$ cat src/rtl/pulse_stretcher.sv
// pulse_stretcher: turns single-cycle event pulses into fixed-length high
// windows, each followed by a guaranteed low gap. Pulses that arrive while a
// window or gap is in progress are counted, up to QUEUE_DEPTH, and replayed
// as further windows. Events beyond that depth are dropped and flagged.
module pulse_stretcher #(
    parameter int HOLD_CYCLES = 4,
    parameter int GAP_CYCLES  = 2,
    parameter int QUEUE_DEPTH = 3
) (
    input  logic                               clk,
    input  logic                               rst,
    input  logic                               pulse_in,
    output logic                               level_out,
    output logic                               busy,
    output logic [$clog2(QUEUE_DEPTH+1)-1:0]   pending_cnt,
    output logic                               overflow
);

    localparam int PW   = $clog2(QUEUE_DEPTH + 1);
    localparam int MAXC = (HOLD_CYCLES > GAP_CYCLES) ? HOLD_CYCLES : GAP_CYCLES;
    localparam int CW   = $clog2(MAXC + 1);

    // The counter holds "cycles remaining after this one", so a load of N-1
    // gives exactly N cycles in the state and zero marks the final cycle.
    localparam logic [CW-1:0] HOLD_LOAD = CW'(HOLD_CYCLES - 1);
    localparam logic [CW-1:0] GAP_LOAD  = CW'(GAP_CYCLES - 1);
    localparam logic [PW-1:0] Q_MAX     = PW'(QUEUE_DEPTH);
    localparam logic [PW-1:0] Q_ONE     = PW'(1);

    // Reject parameter values that would make the counters meaningless.
    if (HOLD_CYCLES < 1) begin : g_bad_hold
        $error("pulse_stretcher: HOLD_CYCLES must be >= 1");
    end
    if (GAP_CYCLES < 1) begin : g_bad_gap
        $error("pulse_stretcher: GAP_CYCLES must be >= 1");
    end
    if (QUEUE_DEPTH < 1) begin : g_bad_depth
        $error("pulse_stretcher: QUEUE_DEPTH must be >= 1");
    end

    typedef enum logic [1:0] {
        IDLE = 2'd0,
        HOLD = 2'd1,
        GAP  = 2'd2
    } state_t;

    state_t          state;
    logic [CW-1:0]   cnt;

    logic            cnt_done;
    logic            last_gap;
    logic            have_pend;
    logic            q_full;
    logic            q_window;   // queue accepts/drops events this cycle
    logic            q_push;
    logic            q_drop;

    // Queue bookkeeping decoded from the current state. On the last GAP
    // cycle the incoming pulse is handled by the window hand-off instead, so
    // it never counts as a push or a drop there.
    always_comb begin
        cnt_done  = (cnt == '0);
        last_gap  = (state == GAP) && cnt_done;
        have_pend = (pending_cnt != '0);
        q_full    = (pending_cnt == Q_MAX);
        q_window  = ((state == HOLD) || (state == GAP)) && !last_gap;
        q_push    = q_window && pulse_in && !q_full;
        q_drop    = q_window && pulse_in &&  q_full;
    end

    // Window FSM with its registered outputs and the pending-event counter.
    always_ff @(posedge clk) begin
        if (rst) begin
            state       <= IDLE;
            cnt         <= '0;
            level_out   <= 1'b0;
            busy        <= 1'b0;
            pending_cnt <= '0;
            overflow    <= 1'b0;
        end else begin
            // overflow is a strobe: one cycle per dropped event.
            overflow <= q_drop;

            if (q_push) begin
                pending_cnt <= pending_cnt + Q_ONE;
            end

            case (state)
                IDLE: begin
                    // A pulse while idle starts a window directly; it is
                    // never counted as pending.
                    if (pulse_in) begin
                        state     <= HOLD;
                        cnt       <= HOLD_LOAD;
                        level_out <= 1'b1;
                        busy      <= 1'b1;
                    end
                end

                HOLD: begin
                    if (cnt_done) begin
                        state     <= GAP;
                        cnt       <= GAP_LOAD;
                        level_out <= 1'b0;
                    end else begin
                        cnt <= cnt - 1'b1;
                    end
                end

                GAP: begin
                    if (cnt_done) begin
                        if (have_pend || pulse_in) begin
                            // Next window starts right after the gap. A pulse
                            // arriving now replaces the queued event it
                            // consumes, so the count only drops without one.
                            state     <= HOLD;
                            cnt       <= HOLD_LOAD;
                            level_out <= 1'b1;
                            if (!pulse_in) begin
                                pending_cnt <= pending_cnt - Q_ONE;
                            end
                        end else begin
                            state <= IDLE;
                            busy  <= 1'b0;
                        end
                    end else begin
                        cnt <= cnt - 1'b1;
                    end
                end

                default: begin
                    state       <= IDLE;
                    cnt         <= '0;
                    level_out   <= 1'b0;
                    busy        <= 1'b0;
                    pending_cnt <= '0;
                end
            endcase
        end
    end

endmodule

$ cat config.mk
export PLATFORM = sky130hd
export DESIGN_NAME = pulse_stretcher
export DESIGN_NICKNAME = d
export VERILOG_FILES = /design/src/rtl/pulse_stretcher.sv
export SDC_FILE = /design/constraint.sdc
export NUM_CORES = 1
export LEC_CHECK = 0
export CORE_MARGIN = 3
export CORE_UTILIZATION = 40
export CTS_CLUSTER_DIAMETER = 120
export CTS_CLUSTER_SIZE = 10
export DETAILED_ROUTE_END_ITERATION = 16
export PLACE_DENSITY_LB_ADDON = 0.25
export SLEW_MARGIN = 10
export SYNTH_ARGS = -nofsm -noshare
export SYNTH_HDL_FRONTEND = slang
export SYNTH_SLANG_ARGS = --single-unit
$ cat constraint.sdc
create_clock -name clk -period 1.8 [get_ports clk]
set_input_delay 0.36 -clock clk [delete_from_list [all_inputs] [get_ports clk]]
set_output_delay 0.36 -clock clk [all_outputs]
set_load 0.01 [all_outputs]
==> key figures, run 1 <==
Outcome
  • Status: complete, no violations

Critical path
  • Crit path to: pending_cnt[1]$_SDFF_PP0_
  • Worst Reg2Reg Path Length in Cells: 6
  • Critical path origin: pending_cnt[0]$_SDFF_PP0_
  • Critical Path Sink Type: flip-flop
  • Crit path max fanout: 8
  • Crit path arrival time: 1.87 ns
  • Reg2reg end: pending_cnt[1]$_SDFF_PP0_
  • Worst Path Required: roughly 2 ns
  • Nature of the critical path startpoint: flip-flop
  • Worst r2r src: pending_cnt[0]$_SDFF_PP0_
  • CP Class: flip-flop to flip-flop
  • Slack of the worst reg-to-reg path: 0.13 ns

Floorplan
  • Number of cell rows: 13
  • Die height: between 40 and 50 um
  • DIE AREA: approximately 0.0021 mm^2
  • Initial Utilization: about 46%
  • DIE WIDTH: 46.0 um
  • Placeable core region: approximately 0.0014 mm^2
  • I/O pin total: 8

Drt
  • DRC viols: 0
  • Antenna Nets Post-Route: 0
  • First-pass iteration count of the detailed router: 4
  • Routed vias: about 610
  • Total Wirelength: about 1400 um
  • Vias per cell: around 6.0
  • WL per Instance: ~14 um
  • Drt initial violations: 18

CTS
  • CTS tree: done
  • Total CTS buffers: 3
  • Clock-pin slew of the registers on the worst-case setup and hold paths: 0.06 ns
  • # clock sinks: 10
  • CTS Root Cell: clkbuf_4
  • Post-CTS setup buffers: 0
  • Cts hold-fix bufs: 0
  • Worst skew pair latency: ~0.26 ns
  • CTS Buffer Depth: 2
  • H-tree depth: 1
  • Post-CTS sizing: 0

Yosys
  • Ys flop type: dfxtp_1
  • Yosys cell types: 39
  • Synth warn: 0
  • Syn_area_per_cell: between 8 and 9 um^2
  • Post-synth EDFFs: 0
  • Post-Syn Area: around 640 um^2
  • #FFs+latches synth: 10
  • Share of flip-flops with an asynchronous set or reset: 0%
  • Mapped Cells: 76
  • Post-Syn Nets: roughly 80
  • Register area share after synthesis: a little under a third

Worst hold path
  • Hold Path Class: flip-flop to flip-flop
  • Hold Path Origin: cnt[2]$_SDFFE_PP0P_

STA
  • Setup TNS: 0 ns
  • Final hold vios: 0
  • Tcrit/Tclk final: between 90% and 100%
  • Min Tclk post-route: about 1.7 ns
  • Slew Viols, Final: 0
  • RSZ-0062 raised after global routing: false
  • Clock skew: 0.00336 ns
  • Count of final setup violators: 0
  • Max-slew headroom: slightly above 50%
  • Slew @ Worst Pin: around 0.74 ns
  • Max Fclk: around 600 MHz
  • Worst setup margin: 0.134 ns

Global route
  • Largest net degree at the start of global routing: 12
  • Grt ovf: 0
  • Initial antenna violation count: 0
  • GRT Total Usage: approximately 15%
  • Vias in the first global route: 547
  • First-pass GRT wire length: 2290 um

Layout
  • Nets: 94
  • Area growth syn-to-layout: 19.7%
  • Antenna diode count: 0
  • Commonest non-fill, non-tap cell in the layout: dfxtp_1
  • Share of layout cells above drive strength 1: ~16%
  • Most frequent cells in the layout: 10 x dfxtp_1, 7 x a21oi_1, 7 x clkdlybuf4s50_1, 6 x buf_4, 5 x nor2_1

Placement
  • DPL Wire Length: about 1000 um
  • Placer Congestion: about 0.77
  • Port bufs: 7
  • Setup WS pre-CTS: ~0.033 ns

Power
  • Clock power frac: 19.8%
  • Total power: around 0.75 mW
  • Int Power: between 0.4 and 0.5 mW
  • Psw: between 0.2 and 0.3 mW
  • Pwr dens: slightly below 1000 mW/mm^2
  • Leakage: a little over 0.3 nW
  • Switching share of power: about a third
  • Worst vdd rail ir drop: approximately 590 uV
  • Reg power frac: approximately two fifths
  • Combinational power share: approximately two fifths

Job
  • Max-cap violations: 0
-- cells by family (layout without fill, tap and decap cells) --
logic type | after synthesis | after routing | synth area share, %
AO/OA/AOI/OAI | 26 | 26 | 27.3
AND/OR/NAND/NOR | 26 | 26 | 26.2
flip-flops | 10 | 10 | 31.2
buffers and inverters | 9 | 20 | 7.03
adder cells (fa/ha/maj) | 3 | 3 | 5.47
XOR/XNOR | 2 | 2 | 2.73
-- sequential cells by signal, summed over array words and instances, names as in the netlist --
name and flops:
busy 1, state 2, overflow 1, level_out 1
pending_cnt 2, cnt 3
-- layout make-up --
| cell class | count | area (um^2) |
|---|---|---|
| Clock buffer | 3 | 22.5 |
| Fill cell | 127 | 632 |
| Inverter | 4 | 15.0 |
| Multi-Input combinational cell | 57 | 395 |
| Sequential cell | 10 | 200 |
| Tap cell | 15 | 18.8 |
| Timing Repair Buffer | 13 | 115 |
-- through the flow --
stage	utilization [%]	std cells	hold WS [ns]	area, um^2
2_1_floorplan	-	76	0.459	641
3_3_place_gp	53.2	99	0.479	744
3_5_place_dp	53.2	99	0.486	744
4_1_cts	54.8	102	0.496	767
5_1_grt	54.8	102	0.525	767
6_report	54.8	102	0.491	767
-- power groups by stage --
stage	Clock (mW)	Combinational [mW]	Sequential [mW]
2_1_floorplan	0	0.213	0.294
3_3_place_gp	0	0.293	0.300
3_5_place_dp	0	0.298	0.302
4_1_cts	0.152	0.300	0.297
5_1_grt	0.165	0.328	0.304
6_report	0.148	0.300	0.298
-- worst min path at each step --
stage,endpoint,slack [ns],depth (start not counted)
after floorplan,cnt[2]$_SDFFE_PP0P_,0.46,2
after global placement,cnt[2]$_SDFFE_PP0P_,0.48,2
after detailed placement,cnt[2]$_SDFFE_PP0P_,0.49,2
after CTS,cnt[2]$_SDFFE_PP0P_,0.50,2
after global routing,busy$_SDFFE_PP0P_,0.53,2
final,cnt[2]$_SDFFE_PP0P_,0.49,2
-- synth_stat cells (all sizes together), types with 2 or more instances --
master,instances,area [um^2]
nand2b,4,25.0
or3,4,35.0
o31ai,2,15.0
ha,2,25.0
o21ai,4,20.0
dfxtp,10,200
buf,4,26.3
inv,4,15.0
a31oi,2,12.5
nor4,2,18.8
a21oi,7,35.0
nor2,5,18.8
nand2,3,11.3
-- layer usage --
| layer | track usage (%) | wire, um | part of all wire, % |
|---|---|---|---|
| met5 | 0 | 0 | 0 |
| met4 | 7.95 | 13 | 0.92 |
| met3 | 4.74 | 71 | 5.0 |
| met2 | 25.0 | 660 | 47 |
| met1 | 17.7 | 671 | 47 |
-- worst max-delay path: stages, from the launching register on --
cell and delay, ns:
dfxtp_1 0.46, inv_1 0.09, ha_1 0.24, nand2b_1 0.18, or3_4 0.36, nor4_2 0.14, a31o_1 0.14
Note: power is estimated with default switching activity, not from simulation.
==> inputs of run 2 (changes only) <==
==> constraint.sdc (replaced) <==
create_clock -name clk -period 1.4 [get_ports clk]
set_input_delay 0.28 -clock clk [delete_from_list [all_inputs] [get_ports clk]]
set_output_delay 0.28 -clock clk [all_outputs]
set_load 0.01 [all_outputs]
==> run 2 against run 1 <==
Against the previous run:
- the run now ends with negative setup slack left
- sequential share of layout area shrank 3.6 points
- total power is 53% higher
- register-to-register slack worse by 0.17 ns
- design area up 20%
- clock skew increased by 0.0029 ns
- combinational power grew 71%
- critical path type unchanged
- largest cell class unchanged
==> key figures, run 2 (synthesis gave the netlist of run 1 again) <==
Floorplan
  • Placeable core region: 0.00140 mm^2 (unchanged)
  • Initial Utilization: 45.8% (unchanged)
  • DIE AREA: 0.00212 mm^2 (unchanged)
  • DIE WIDTH: 46.0 um (unchanged)
  • Number of cell rows: 13 (unchanged)
  • I/O pin total: 8 (unchanged)
  • Die height: 46.0 um (unchanged)

Critical path
  • Crit-path max cell delay: 0.39 ns (was 0.46 ns)
  • WP buf/inv: 0 (was 1)
  • Crit path cell chain: or3_4 -> or3_4 -> nor4_2 -> a31o_1 (was inv_1 -> ha_1 -> nand2b_1 -> or3_4 -> nor4_2 -> a31o_1)
  • Critical Path Sink Type: flip-flop (unchanged)
  • Critical-path top delay cell: or3_4 (was dfxtp_1)
  • Worst path most repeated cell: or3_4
  • Crit path max fanout: 3 (was 8)
  • CP top delay family: simple AND/OR/NAND/NOR gates (unchanged)
  • Nature of the critical path startpoint: flip-flop (unchanged)
  • CP Class: flip-flop to flip-flop (unchanged)
  • Worst Path Required: 1.61 ns (was 2.01 ns)
  • Crit path arrival time: 1.64 ns (was 1.87 ns)

Drt
  • Drt initial violations: 19 (was 18)
  • Total Wirelength: 1580 um (was 1420 um)
  • DRC viols: 0 (unchanged)
  • Vias per cell: 5.78 (was 5.95)
  • WL per Instance: 13.3 um (was 13.9 um)
  • Routed vias: 682 (was 607)
  • Antenna Nets Post-Route: 0 (unchanged)
  • First-pass iteration count of the detailed router: 4 (unchanged)

CTS
  • Clock-pin slew of the registers on the worst-case setup and hold paths: 0.07 ns (was 0.06 ns)
  • CTS tree: done (unchanged)
  • CTS Root Cell: clkbuf_4 (unchanged)
  • H-tree depth: 1 (unchanged)
  • Total CTS buffers: 3 (unchanged)
  • # clock sinks: 10 (unchanged)
  • Worst skew pair latency: 0.26 ns (about the same)
  • Cts hold-fix bufs: 0 (unchanged)
  • CTS Buffer Depth: 2 (unchanged)

Global route
  • Largest net degree at the start of global routing: 9 (was 12)
  • First-pass GRT wire length: 2550 um (was 2290 um)
  • Grt ovf: 0 (unchanged)
  • Vias in the first global route: 603 (was 547)
  • GRT Total Usage: 16.8% (was 15.3%)
  • Initial antenna violation count: 0 (unchanged)

Power
  • Psw: 0.368 mW (was 0.259 mW)
  • Clock power frac: 22.2% (was 19.8%)
  • Switching share of power: 32.2% (was 34.7%)
  • Int Power: 0.776 mW (was 0.487 mW)
  • Worst vdd rail ir drop: 972 uV (was 588 uV)
  • Combinational power share: 44.9% (was 40.2%)
  • Reg power frac: 32.9% (was 40.0%)
  • Leakage: 0.431 nW (was 0.308 nW)
  • Pwr dens: 1240 mW/mm^2 (was 973 mW/mm^2)

Layout
  • Most frequent cells in the layout: 21 x buf_4, 7 x a21oi_1, 6 x dfxtp_1, 5 x nor2_1, 5 x dlygate4sd2_1 (was 10 x dfxtp_1, 7 x a21oi_1, 7 x clkdlybuf4s50_1, 6 x buf_4, 5 x nor2_1)
  • Post-route cell area: 923 um^2 (was 767 um^2)
  • Largest register FFs: 3 (unchanged)
  • Antenna diode count: 0 (unchanged)
  • Largest regs: cnt x3, pending_cnt x2, state x2 (unchanged)
  • Commonest non-fill, non-tap cell in the layout: buf_4 (was dfxtp_1)
  • Share of layout cells above drive strength 1: 38.8% (was 16.1%)
  • Nets: 109 (was 94)
  • Top reg by flops: cnt (unchanged)
  • Area growth syn-to-layout: 44.1% (was 19.7%)

Placement
  • DPL Wire Length: 1110 um (was 1040 um)
  • Port bufs: 7 (unchanged)
  • Area post-placement: 850 um^2 (was 744 um^2)
  • Placer Congestion: 0.846 (was 0.768)

STA
  • Max Fclk: 696 MHz (was 600 MHz)
  • Max-slew headroom: 80.0% (was 50.5%)
  • Count of final setup violators: 2 (was 0)
  • Slew @ Worst Pin: 0.298 ns (was 0.735 ns)
  • Tcrit/Tclk final: 103% (was 92.5%)
  • Min Tclk post-route: 1.44 ns (was 1.67 ns)
  • Worst setup margin: -0.0371 ns (was 0.134 ns)
  • Slew Viols, Final: 0 (unchanged)
  • Hold slack: 0.499 ns (was 0.491 ns)
  • RSZ-0062 raised after global routing: true (was false)
  • Clock skew: 0.00627 ns (was 0.00336 ns)
  • Final hold vios: 0 (unchanged)

Job
  • Max-cap violations: 0 (unchanged)

Outcome
  • Status: finished with violations (was complete, no violations)
  • Failing checks: negative setup slack

Worst hold path
  • Hold Path Class: flip-flop to flip-flop (unchanged)
## run 2: cell count changes in the layout (fill, tap and decap cells not counted), sizes merged
| cell | previous run | this run |
|---|---|---|
| clkdlybuf4s50 | 7 | 1 |
| dlygate4sd2 | 0 | 5 |
| dlymetal6s2s | 0 | 1 |
| buf | 6 | 21 |
| clkbuf | 3 | 4 |
## run 2: power by group through the flow
stage                     Clock, mW  Combinational, mW  Sequential [mW]
after floorplan                   0              0.283            0.384
after global placement            0              0.482            0.375
after detailed placement          0              0.488            0.377
after CTS                     0.262              0.501            0.374
after global routing          0.280              0.563            0.382
final                         0.254              0.513            0.377
## run 2: metrics by stage
| stage | util (%) | setup slack [ns] | setup TNS, ns | instances | total power, mW |
|---|---|---|---|---|---|
| 2_1_floorplan | - | -0.0285 | -0.0426 | 76 | 0.667 |
| 3_3_place_gp | 60.7 | -0.203 | -0.668 | 111 | 0.858 |
| 3_5_place_dp | 60.7 | -0.246 | -0.814 | 111 | 0.865 |
| 4_1_cts | 65.4 | -0.0305 | -0.0426 | 118 | 1.14 |
| 5_1_grt | 66.0 | -0.0751 | -0.179 | 118 | 1.23 |
| 6_report | 66.0 | -0.0371 | -0.0662 | 118 | 1.14 |
## run 2: worst reg2reg max path, delay by kind of cell, from the launching register on
kind	cells	cell delay (ns)
flip-flops	1	0.33
AO/OA/AOI/OAI	1	0.12
AND/OR/NAND/NOR	3	0.92
## run 2: metal layers
layer	wire length, um	vias to the layer above	track usage, %
li1	-	340	-
met1	714	317	20.3
met2	742	19	26.6
met3	70	6	5.93
met4	48	0	6.82
met5	0	-	0
## run 2: layout make-up
class | count | area (um^2)
sequential | 10 | 208
multi-input combinational | 57 | 422
timing repair buffer | 28 | 224
tap | 15 | 18.8
inverter | 4 | 15.0
clock buffer | 4 | 36.3
fill | 123 | 475
## run 2: final timing paths
check / endpoint / start / slack (ns) / depth (start not counted)
setup / recovery: pending_cnt[1]$_SDFF_PP0_ / cnt[1]$_SDFFE_PP0P_ / -0.04 / 4
hold / removal: cnt[2]$_SDFFE_PP0P_ / cnt[2]$_SDFFE_PP0P_ / 0.50 / 2
setup reg to reg: pending_cnt[1]$_SDFF_PP0_ / cnt[1]$_SDFFE_PP0P_ / -0.04 / 4
hold reg to reg: cnt[2]$_SDFFE_PP0P_ / cnt[2]$_SDFFE_PP0P_ / 0.50 / 2
## run 2: repair_timing
action,in CTS,in global routing
gates resized for setup,11,2
pin swaps,3,0
setup endpoints to repair,6,4
setup buffers,3,0
cloned,0,0
